===== src/rtl/icache_mem_arbiter.sv =====
// rtl/icache_mem_arbiter.sv - burst-holding round-robin arbiter for the icache refill memory port
// Optional saturating statistics counters are built when MEM_ARB_STATS_EN is defined.
module icache_mem_arbiter #(
  parameter int unsigned ADDR_WIDTH = 32,
  parameter int unsigned DATA_WIDTH = 32,
  parameter int unsigned BURST_LEN  = 4
`ifdef MEM_ARB_STATS_EN
  , parameter int unsigned CNT_WIDTH = 16
`endif
) (
  input  logic                  clk,
  input  logic                  reset,
  input  logic                  req0_valid,
  output logic                  req0_ready,
  input  logic [ADDR_WIDTH-1:0] req0_addr,
  output logic [DATA_WIDTH-1:0] req0_rdata,
  input  logic                  req1_valid,
  output logic                  req1_ready,
  input  logic [ADDR_WIDTH-1:0] req1_addr,
  output logic [DATA_WIDTH-1:0] req1_rdata,
  output logic                  mem_req_valid,
  input  logic                  mem_req_ready,
  output logic [ADDR_WIDTH-1:0] mem_req_addr,
  input  logic [DATA_WIDTH-1:0] mem_req_rdata,
  output logic [1:0]            grant
`ifdef MEM_ARB_STATS_EN
  ,
  output logic [CNT_WIDTH-1:0]  stat_grants0,
  output logic [CNT_WIDTH-1:0]  stat_grants1,
  output logic [CNT_WIDTH-1:0]  stat_wait
`endif
);

  localparam int unsigned BW = (BURST_LEN > 1) ? $clog2(BURST_LEN) : 1;
  localparam logic [BW-1:0] LAST_BEAT = BW'(BURST_LEN - 1);

  typedef enum logic [1:0] {IDLE, GRANT0, GRANT1} state_e;

  state_e          state_q, state_d;
  logic [BW-1:0]   beat_q, beat_d;
  logic            rr_q, rr_d;
  logic [1:0]      grant_q, grant_d;
  logic            owner_valid;
  logic            word_done;

  assign owner_valid = (state_q == GRANT1) ? req1_valid : req0_valid;
  assign word_done   = (state_q != IDLE) && owner_valid && mem_req_ready;

  always_comb begin
    state_d = state_q;
    beat_d  = beat_q;
    rr_d    = rr_q;
    case (state_q)
      IDLE: begin
        beat_d = '0;
        if (req0_valid && (!req1_valid || !rr_q)) begin
          state_d = GRANT0;
        end else if (req1_valid) begin
          state_d = GRANT1;
        end
      end
      GRANT0, GRANT1: begin
        if (word_done) begin
          beat_d = beat_q + 1'b1;
        end
        // A dropped valid ends the burst early; every release hands priority away.
        if (!owner_valid || (word_done && (beat_q == LAST_BEAT))) begin
          state_d = IDLE;
          beat_d  = '0;
          rr_d    = (state_q == GRANT0);
        end
      end
      default: state_d = IDLE;
    endcase
    grant_d = {state_d == GRANT1, state_d == GRANT0};
  end

  always_ff @(posedge clk) begin
    if (reset) begin
      state_q <= IDLE;
      beat_q  <= '0;
      rr_q    <= 1'b0;
      grant_q <= 2'b00;
    end else begin
      state_q <= state_d;
      beat_q  <= beat_d;
      rr_q    <= rr_d;
      grant_q <= grant_d;
    end
  end

  assign grant         = grant_q;
  assign mem_req_valid = (state_q != IDLE) && owner_valid;
  assign mem_req_addr  = (state_q == GRANT0) ? req0_addr :
                         (state_q == GRANT1) ? req1_addr : '0;
  assign req0_ready    = (state_q == GRANT0) && mem_req_ready;
  assign req1_ready    = (state_q == GRANT1) && mem_req_ready;
  assign req0_rdata    = mem_req_rdata;
  assign req1_rdata    = mem_req_rdata;

`ifdef MEM_ARB_STATS_EN
  logic [CNT_WIDTH-1:0] grants0_q, grants1_q, wait_q;
  logic                 waiting;

  assign waiting = (req0_valid && !grant_q[0]) || (req1_valid && !grant_q[1]);

  always_ff @(posedge clk) begin
    if (reset) begin
      grants0_q <= '0;
      grants1_q <= '0;
      wait_q    <= '0;
    end else begin
      if ((state_q == IDLE) && (state_d == GRANT0) && (grants0_q != '1)) begin
        grants0_q <= grants0_q + 1'b1;
      end
      if ((state_q == IDLE) && (state_d == GRANT1) && (grants1_q != '1)) begin
        grants1_q <= grants1_q + 1'b1;
      end
      if (waiting && (wait_q != '1)) begin
        wait_q <= wait_q + 1'b1;
      end
    end
  end

  assign stat_grants0 = grants0_q;
  assign stat_grants1 = grants1_q;
  assign stat_wait    = wait_q;
`endif

endmodule

===== config.mk =====
export PLATFORM = sky130hd
export DESIGN_NAME = icache_mem_arbiter
export DESIGN_NICKNAME = d
export VERILOG_FILES = /design/src/rtl/icache_mem_arbiter.sv
export SDC_FILE = /design/constraint.sdc
export NUM_CORES = 1
export LEC_CHECK = 0
export BUFFER_PORTS_ARGS = -buffer_cell sky130_fd_sc_hd__clkbuf_2
export CAP_MARGIN = 20
export CORE_AREA = 2 2 79 81
export CTS_CLUSTER_SIZE = 20
export DETAILED_ROUTE_END_ITERATION = 10
export DIE_AREA = 0 0 81 83
export GPL_ROUTABILITY_DRIVEN = 0
export SETUP_SLACK_MARGIN = 0.1
export SYNTH_ARGS = -nofsm -noshare
export SYNTH_HDL_FRONTEND = slang
export SYNTH_SLANG_ARGS = --single-unit

===== constraint.sdc =====
create_clock -name clk -period 3.65 [get_ports clk]
set_input_delay 0.365 -clock clk [delete_from_list [all_inputs] [get_ports clk]]
set_output_delay 0.365 -clock clk [all_outputs]
set_load 0.005 [all_outputs]

==> out/results.ini, run 1 <==
[cts]
clock-sinks=7
cts_tree=done
clk_pin_slew_ns=0.04
cts_hold_buf=0
ctsResizeCount=0
insertion_delay_ns=0.22
cts_setup_buffers=0
cts_root_buf=clkbuf_8
cts_buffer_depth=2
numCtsBuffers=3
h-tree-depth=1

[final_layout]
n_fill_cell=670
insertedDiodeCount=0
multi_input_area_um2=546.8
final_nets=295
regArea_um2=140.1
synthToLayoutAreaGrowth_pct=14.21
finalCoreUtilization_pct=23.69
drive_gt1_share_pct=60.11

[timing]
worst_pin_slew_ns=0.3149
slew_violations=0
finalSetupViolCount=0
finalCriticalPeriod_ns=2.270
max_slew_margin_pct=78.41
fin_crit_sh_pct=62.18
fmax_mhz=440.6
grt_setup_unrepaired=no
whs_ns=0.4105
layout_setup_ws_ns=1.380
fin_tns_setup_ns=0
hold_viol=0
finClkSkew_ns=0.001224

[yosys]
ys_ff_latch=7
syn_inst=149
synth_nets=255
ys_warn_count=0
avgSynthCellArea_um2=8.095
synthesis.area_um2=1206
synth_cell_types=22
seq_area_frac_synth_pct=11.62

[critical_path]
timing.rr.end=beat_q[0]$_SDFFE_PP0P_
cpPeakStageDelay_ns=0.35
crit_required_ns=3.28
path_max_fanout=27
worstPathArrival_ns=1.90
r2r_slack_ns=1.76
crit_slowest_cell=dfxtp_1
critical-path-top-delay-family=buffers and inverters
cp-start-kind=flop
cp_cell_sequence=inv_1, ha_1, nor2b_2, buf_4, a22o_1, clkbuf_2
r2r_cells=6
critPathBufInv=3
r2r_start=state_q[0]$_SDFF_PP0_
cp.depth=6
critPathKind=flop to output pin
endpoint_kind=output pin

[routing]
drt_wl_total_um=3631
ant_nets=0
drtPass1Iterations=4
wl_per_cell_um=13.81
dr_total_vias=1110
drt-initial-drc-count=19
post_drt_via_cell_ratio=4.221
drc_errors=0

[run_status]
status=finished, final reports clean

[die]
chipWidth_um=81
io-pin-count=202
initial_utilization_pct=20.74
die_area_um2=6723
core_area_um2=5816
die_h_um=83
rows=28

[grt]
grt.overflow.total=0
grt_use_total_pct=9.491
grt_max_degree=35
grt_pass1_vias=1097
antenna_found_initial=0
grt_pass1_wl_um=5071

[pwr]
ir_drop_mv=0.1727
powerDensity_nw_per_um2=258.6
leakage_nw=0.7634

[run]
cap_violations=0

[placed_design]
dp_hpwl_um=3141
place_ws_ns=1.620
io_buffer_count=105

[min_path]
min_path_cells=2
hold_start=reset
hp-class=input port to flop
worstHoldEndpoint=beat_q[1]$_SDFFE_PP0P_

## how the worst max path moves through the flow
stage,from,endpoint,slack (ns)
6_report,state_q[0]$_SDFF_PP0_,mem_req_addr[9],1.38
3_3_place_gp,state_q[0]$_SDFF_PP0_,mem_req_addr[9],1.70
4_1_cts,state_q[0]$_SDFF_PP0_,mem_req_addr[9],1.37
2_1_floorplan,state_q[1]$_SDFF_PP0_,mem_req_addr[10],1.81
5_1_grt,state_q[0]$_SDFF_PP0_,mem_req_addr[9],1.27
3_5_place_dp,state_q[0]$_SDFF_PP0_,mem_req_addr[9],1.62
## synthesized netlist by cell type
cell        n  area, um2
buf_4      64      480.5
a22o_1     32      280.3
clkbuf_1    8      30.03
dfxtp_1     7      140.1
ha_1        5      62.56
nor2_1      5      18.77
inv_1       3      11.26
nand2b_1    3      18.77
a21oi_1     2      10.01
a31oi_1     2      12.51
and2_1      2      12.51
mux2_2      2      22.52
mux2i_1     2      20.02
nor3_1      2      10.01
nor4b_1     2      17.52
o21ai_0     2      10.01
a32oi_1     1      8.760
and3b_1     1      8.760
nor2b_1     1      6.260
o2bb2ai_1   1      8.760
or2_0       1      6.260
or4b_1      1      10.01
## sequential cells by signal, indices dropped and copies added, names as in the netlist
name and count:
beat_q 2, rr_q 1, state_q 2, grant 2
## kinds of logic after synthesis
group,after synthesis,synth area share [%]
and+or+nand+nor,18,9.026
AOI/OAI and AO/OA,40,27.39
adders and majority gates,5,5.187
muxes,4,3.527
buffers and inverters,75,43.26
DFF,7,11.62
## cell usage in the layout, fill, tap and decap left out, types with 3 or more instances in the layout
cell / count
ha_1: 5
dfxtp_1: 7
a22o_1: 32
clkbuf_2: 105
nor2_1: 5
clkbuf_8: 3
inv_1: 3
nand2b_1: 3
## power by group
part           switching [W]  internal [W]  leakage [nW]  total (W)
clock              0.0000307     0.0000753        0.0228   0.000106
sequential        0.00000322     0.0000813        0.0570  0.0000845
combinational      0.0000760     0.0000898         0.684   0.000166
## through the flow
stage,total power (W),cells,cell area (um2)
global route,0.0003838,263,1378
finish,0.0003563,263,1378
floorplan,0.0002218,149,1206
global placement,0.0002503,259,1333
detailed placement,0.0002535,259,1333
CTS,0.0003635,263,1378
## layer usage
layer	wire, um	vias up	GRT usage [%]
met5	0	-	0
met4	45	0	3.698
met3	344	6	2.065
met2	1892	90	18.48
met1	1348	472	9.336
li1	-	542	-
## final cells by class
| cell class | count | area share (%) |
|---|---|---|
| repair buffers | 107 | 39.24 |
| clock buffers | 4 | 3.270 |
| well taps | 75 | 6.812 |
| inverters | 3 | 0.8174 |
| flip-flops and latches | 7 | 10.17 |
| multi-input cells | 67 | 39.69 |
## worst reg2reg max path, delay by kind of cell, from the launching register on
family / cells / cell delay (ns)
flops: 1 / 0.40
fa+ha+maj: 1 / 0.25
simple gates: 2 / 0.62
buf+inv: 1 / 0.09
mux: 2 / 0.46
Power figures use the tool's default switching activity.
==> run 2, diff against run 1 <==
Settings changed: CORE_AREA 2 2 79 81 to 2 2 77 79, DIE_AREA 0 0 81 83 to 0 0 79 81, PLACE_DENSITY set to 0.66.
Clock period 3.65 ns to 2.3 ns, I/O delays scaled along.
==> out/results.ini, run 2 (synthesis gave the netlist of run 1 again) <==
[run_status]
status=finished, final reports clean  ; unchanged

[timing]
grt_setup_unrepaired=no  ; unchanged
whs_ns=0.2658  ; was 0.4105 ns
fin_crit_sh_pct=86.04
worst_pin_slew_ns=0.4424  ; was 0.3149 ns
max_slew_margin_pct=70.44  ; was 78.41%
finClkSkew_ns=0.005618  ; was 0.001224 ns
finalSetupViolCount=0  ; unchanged
hold_viol=0  ; unchanged
finalCriticalPeriod_ns=1.979
fmax_mhz=505.3
fin_tns_setup_ns=0  ; unchanged
slew_violations=0  ; unchanged

[final_layout]
regArea_um2=140.1  ; unchanged
drive_gt1_share_pct=60.64  ; was 60.11%
final_common_cell=clkbuf_2  ; unchanged
synthToLayoutAreaGrowth_pct=15.25  ; was 14.21%
instances_no_fill=263  ; unchanged
insertedDiodeCount=0  ; unchanged
final_nets=295  ; unchanged
final_cell_mix=clkbuf_2 (105), a22o_1 (32), dfxtp_1 (7)  ; unchanged
n_fill_cell=651  ; was 670
multi_input_area_um2=565.5  ; was 546.8 um2

[cts]
cts_setup_buffers=0  ; unchanged
cts_root_buf=clkbuf_8  ; unchanged
cts_buffer_depth=2  ; unchanged
h-tree-depth=1  ; unchanged
insertion_delay_ns=0.23  ; was 0.22 ns
clk_pin_slew_ns=0.04  ; about the same
clock-sinks=7  ; unchanged
cts_tree=done  ; unchanged
numCtsBuffers=3  ; unchanged

[routing]
drt_wl_total_um=3558  ; was 3631 um
drc_errors=0  ; unchanged
ant_nets=0  ; unchanged
post_drt_via_cell_ratio=4.361  ; was 4.221
drtPass1Iterations=2  ; was 4
wl_per_cell_um=13.53  ; was 13.81 um
drt-initial-drc-count=18  ; was 19
dr_total_vias=1147  ; was 1110

[critical_path]
endpoint_kind=output pin  ; unchanged
cp-start-kind=flop  ; unchanged
crit_required_ns=2.07  ; was 3.28 ns
critPathBufInv=2  ; was 3
cp_cell_sequence=inv_1, ha_1, nor2b_4, a22o_1, clkbuf_2  ; was inv_1, ha_1, nor2b_2, buf_4, a22o_1, clkbuf_2
cpPeakStageDelay_ns=0.47  ; was 0.35 ns
crit_slowest_cell=nor2b_4  ; was dfxtp_1
critical-path-top-delay-family=simple AND/OR/NAND/NOR gates  ; was buffers and inverters
path_max_fanout=16  ; was 27
worstPathArrival_ns=1.75  ; was 1.90 ns
critPathKind=flop to output pin  ; unchanged

[pwr]
power_switching_w=0.0001850  ; was 0.0001099 W
swShare_pct=32.14  ; was 30.85%
p_comb_share_pct=46.5  ; about the same
p_total_w=0.0005757  ; was 0.0003563 W
leakage_nw=0.7662  ; was 0.7634 nW
ir_drop_mv=0.2851  ; was 0.1727 mV
clockPowerShare_pct=30.3  ; was 29.7%
p_int_w=0.0003907  ; was 0.0002464 W
powerDensity_nw_per_um2=414.1  ; was 258.6 nW/um2
seq_power_share_pct=23.2  ; was 23.7%

[die]
initial_utilization_pct=21.25  ; was 20.74%
die_area_um2=6399  ; was 6723 um2
chipWidth_um=79  ; was 81 um
rows=28  ; unchanged
die_h_um=81  ; was 83 um
core_area_um2=5675  ; was 5816 um2
io-pin-count=202  ; unchanged

[grt]
gr-usage-met3_pct=2.444  ; was 2.065%
grt_util_met2_pct=14.24  ; was 18.48%
antenna_found_initial=1  ; was 0
grt_use_total_pct=8.547  ; was 9.491%
grt_pass1_vias=889  ; was 1097
grt_max_degree=35  ; unchanged
grt_pass1_wl_um=4257  ; was 5071 um
grt-busiest-layer=met2  ; unchanged
met1_usage_pct=10.12  ; was 9.336%
grt.overflow.total=0  ; unchanged

[placed_design]
dp_hpwl_um=2777  ; was 3141 um
dpl.cell_count=258  ; was 259
io_buffer_count=105  ; unchanged

[run]
cap_violations=0  ; unchanged

[min_path]
hp-class=input port to flop  ; unchanged

[run 2: cell types whose count changed in the layout (fill, tap and decap cells not counted)]
cell	delta
buf_4	-1
clkbuf_1	-1
clkinv_2	+1
nor2b_2	-1
nor2b_4	+2
[run 2: metal layers]
layer	share of wire, %	wire length [um]
met1	40	1437
met2	48	1706
met3	10	357
met4	1.2	42
met5	0.37	13
[run 2: what timing repair did]
item	4_1_cts	5_1_grt
hold buffers	0	0
cloned	0	1
hold endpoints to repair	0	0
resized for setup	1	1
setup endpoints to repair	32	32
[run 2: cell type report]
cell class / count / area share [%]
well taps: 75 / 6.751
multi-input cells: 68 / 40.68
inverters: 3 / 0.8101
repair buffers: 106 / 38.34
flip-flops and latches: 7 / 10.08
clock inverters: 1 / 0.3600
clock buffers: 3 / 2.970
[run 2: final timing paths]
kind	startpoint	end	slack, ns	depth (start not counted)
max	state_q[0]$_SDFF_PP0_	mem_req_addr[23]	0.32	5
min	reset	beat_q[1]$_SDFFE_PP0P_	0.27	2
max reg2reg	state_q[0]$_SDFF_PP0_	beat_q[1]$_SDFFE_PP0P_	0.38	6
min reg2reg	beat_q[1]$_SDFFE_PP0P_	beat_q[1]$_SDFFE_PP0P_	0.47	2
[run 2: power by group through the flow]
stage	clock (W)	combinational, W	sequential, W
floorplan	0	0.000217	0.000135
global placement	0	0.000256	0.000135
detailed placement	0	0.000260	0.000135
CTS	0.000181	0.000263	0.000134
global route	0.000189	0.000296	0.000134
finish	0.000174	0.000268	0.000134
[run 2: worst reg2reg max path: cells and delay by family, from the launching register on]
family | cells | cell delay (ns)
multiplexers | 1 | 0.20
adder cells (fa/ha/maj) | 1 | 0.30
AO/OA/AOI/OAI | 1 | 0.13
AND/OR/NAND/NOR | 2 | 0.76
buffers and inverters | 1 | 0.08
flip-flops | 1 | 0.38
[run 2: through the flow]
step | instance area, um2 | worst slack, ns | util [%]
after floorplan | 1206 | 0.5838 | -
after global placement | 1325 | 0.1365 | 23.35
after detailed placement | 1325 | 0.004893 | 23.35
after CTS | 1376 | 0.1360 | 24.25
after global routing | 1390 | 0.1647 | 24.49
final | 1390 | 0.3212 | 24.49
==> run 3, diff against run 2 <==
Settings changed: CORE_AREA 2 2 77 79 to 5 5 74 76, PLACE_DENSITY 0.66 to 0.76.
==> out/results.ini, run 3 (synthesis gave the netlist of run 1 again) <==
[routing]
wl_met2_um=2092  ; was 1706 um
drt-initial-drc-count=14  ; was 18
dr_total_vias=1144  ; was 1147
wl_per_cell_um=16.88  ; was 13.53 um
ant_nets=0  ; unchanged
drtPass1Iterations=4  ; was 2
drt_wl_total_um=4102  ; was 3558 um
wl_met3_um=580  ; was 357 um
post_drt_via_cell_ratio=4.708  ; was 4.361
top_layer=met4  ; was met5
drc_errors=0  ; unchanged
wl_met1_um=1395  ; was 1437 um

[run_status]
status=finished, final reports clean  ; unchanged

[critical_path]
r2r_start=state_q[0]$_SDFF_PP0_  ; unchanged
worstPathArrival_ns=2.03  ; was 1.75 ns
crit_required_ns=2.46  ; was 2.07 ns
startpoint=state_q[0]$_SDFF_PP0_  ; unchanged
cpPeakStageDelay_ns=0.54  ; was 0.47 ns
crit_slowest_cell=or4b_1  ; was nor2b_4
cp-start-kind=flop  ; unchanged
critPathKind=flop to flop  ; was flop to output pin
path_max_fanout=5  ; was 16
critical-path-top-delay-family=simple AND/OR/NAND/NOR gates  ; unchanged
endpoint_kind=flop  ; was output pin
critPathBufInv=1  ; was 2
cp_cell_sequence=inv_1, ha_1, mux2i_1, or4b_1, or2_0, a21oi_1  ; was inv_1, ha_1, nor2b_4, a22o_1, clkbuf_2

[final_layout]
synthToLayoutAreaGrowth_pct=13.07  ; was 15.25%
regArea_um2=140.1  ; unchanged
n_fill_cell=516  ; was 651
insertedDiodeCount=0  ; unchanged
drive_gt1_share_pct=60.32  ; was 60.64%
final_cell_mix=clkbuf_2 (105), a22o_1 (32), dfxtp_1 (7)  ; unchanged
instances_no_fill=243  ; was 263
finalCoreUtilization_pct=29.26  ; was 24.49%
fin_area_um2=1364  ; was 1390 um2
final_common_cell=clkbuf_2  ; unchanged
multi_input_area_um2=551.8  ; was 565.5 um2
final_nets=296  ; was 295

[timing]
fin_crit_sh_pct=81.22  ; was 86.04%
worst_pin_slew_ns=0.3159  ; was 0.4424 ns
finalCriticalPeriod_ns=1.868  ; was 1.979 ns
finalSetupViolCount=0  ; unchanged
max_slew_margin_pct=78.34  ; was 70.44%
finClkSkew_ns=0.003579  ; was 0.005618 ns
fmax_mhz=535.3  ; was 505.3 MHz
fin_tns_setup_ns=0  ; unchanged
slew_violations=0  ; unchanged
hold_viol=0  ; unchanged
grt_setup_unrepaired=no  ; unchanged
whs_ns=0.2733  ; was 0.2658 ns

[placed_design]
io_buffer_count=105  ; unchanged
place_area_um2=1306  ; was 1325 um2
dpl.cell_count=238  ; was 258
dp_hpwl_um=3588  ; was 2777 um

[die]
rows=25  ; was 28
io-pin-count=202  ; unchanged
die_area_um2=6399  ; unchanged
die_h_um=81  ; unchanged
chipWidth_um=79  ; unchanged
initial_utilization_pct=25.88  ; was 21.25%
core_area_um2=4661  ; was 5675 um2

[cts]
clk_pin_slew_ns=0.04  ; about the same
cts_tree=done  ; unchanged
insertion_delay_ns=0.23  ; about the same
h-tree-depth=1  ; unchanged
cts_hold_buf=0  ; unchanged
cts_buffer_depth=2  ; unchanged
numCtsBuffers=3  ; unchanged
clock-sinks=7  ; unchanged
cts_root_buf=clkbuf_8  ; unchanged

[grt]
grt_use_total_pct=11.45  ; was 8.547%
grt_pass1_wl_um=5630  ; was 4257 um
grt_pass1_vias=1081  ; was 889
antenna_found_initial=0  ; was 1
grt_max_degree=35  ; unchanged
grt.overflow.total=0  ; unchanged

[min_path]
hold_start=reset  ; unchanged
hp-class=input port to flop  ; unchanged

[pwr]
ir_drop_mv=0.1865  ; was 0.2851 mV
powerDensity_nw_per_um2=421.7  ; was 414.1 nW/um2
leakage_nw=0.7697  ; was 0.7662 nW

[run]
cap_violations=0  ; unchanged

==> run 3: through the flow <==
stage	total power [W]	setup WS [ns]
2_1_floorplan	0.0003520	0.5838
3_3_place_gp	0.0003957	0.3083
3_5_place_dp	0.0004003	0.2396
4_1_cts	0.0005810	0.2016
5_1_grt	0.0006160	0.3290
6_report	0.0005751	0.4319
==> run 3: path summary, 6_finish.rpt <==
kind / end / slack, ns / depth (start not counted)
worst min register to register: beat_q[1]$_SDFFE_PP0P_ / 0.48 / 2
worst max-delay path: beat_q[1]$_SDFFE_PP0P_ / 0.43 / 6
worst max register to register: beat_q[1]$_SDFFE_PP0P_ / 0.43 / 6
worst min-delay path: beat_q[0]$_SDFFE_PP0P_ / 0.27 / 2
==> run 3: area by class of cell <==
type	instances	share of cell area, %
multi-input cells	67	40.46
clock buffers	4	3.303
repair buffers	108	40.18
well taps	54	4.954
inverters	3	0.8257
flip-flops and latches	7	10.28
==> run 3: repair_timing <==
| item | in CTS | in global routing |
|---|---|---|
| endpoints found under the setup margin | 17 | 7 |
| resized for setup | 1 | 0 |
| buffers inserted | 0 | 1 |
| pin swaps | 0 | 0 |
==> run 3: metal layers <==
layer	vias up	track usage (%)
met2	112	19.53
met1	481	12.74
met5	-	0
met3	6	5.765
met4	0	2.749
li1	545	-
==> run 3: power by group <==
| part | internal (W) | switching, W | leakage (nW) | total (W) |
|---|---|---|---|---|
| Clock | 0.000120 | 0.0000556 | 0.0228 | 0.000176 |
| Combinational | 0.000145 | 0.000121 | 0.690 | 0.000266 |
| Sequential | 0.000129 | 0.00000503 | 0.0570 | 0.000134 |
| Total | 0.000394 | 0.000181 | 0.770 | 0.000575 |
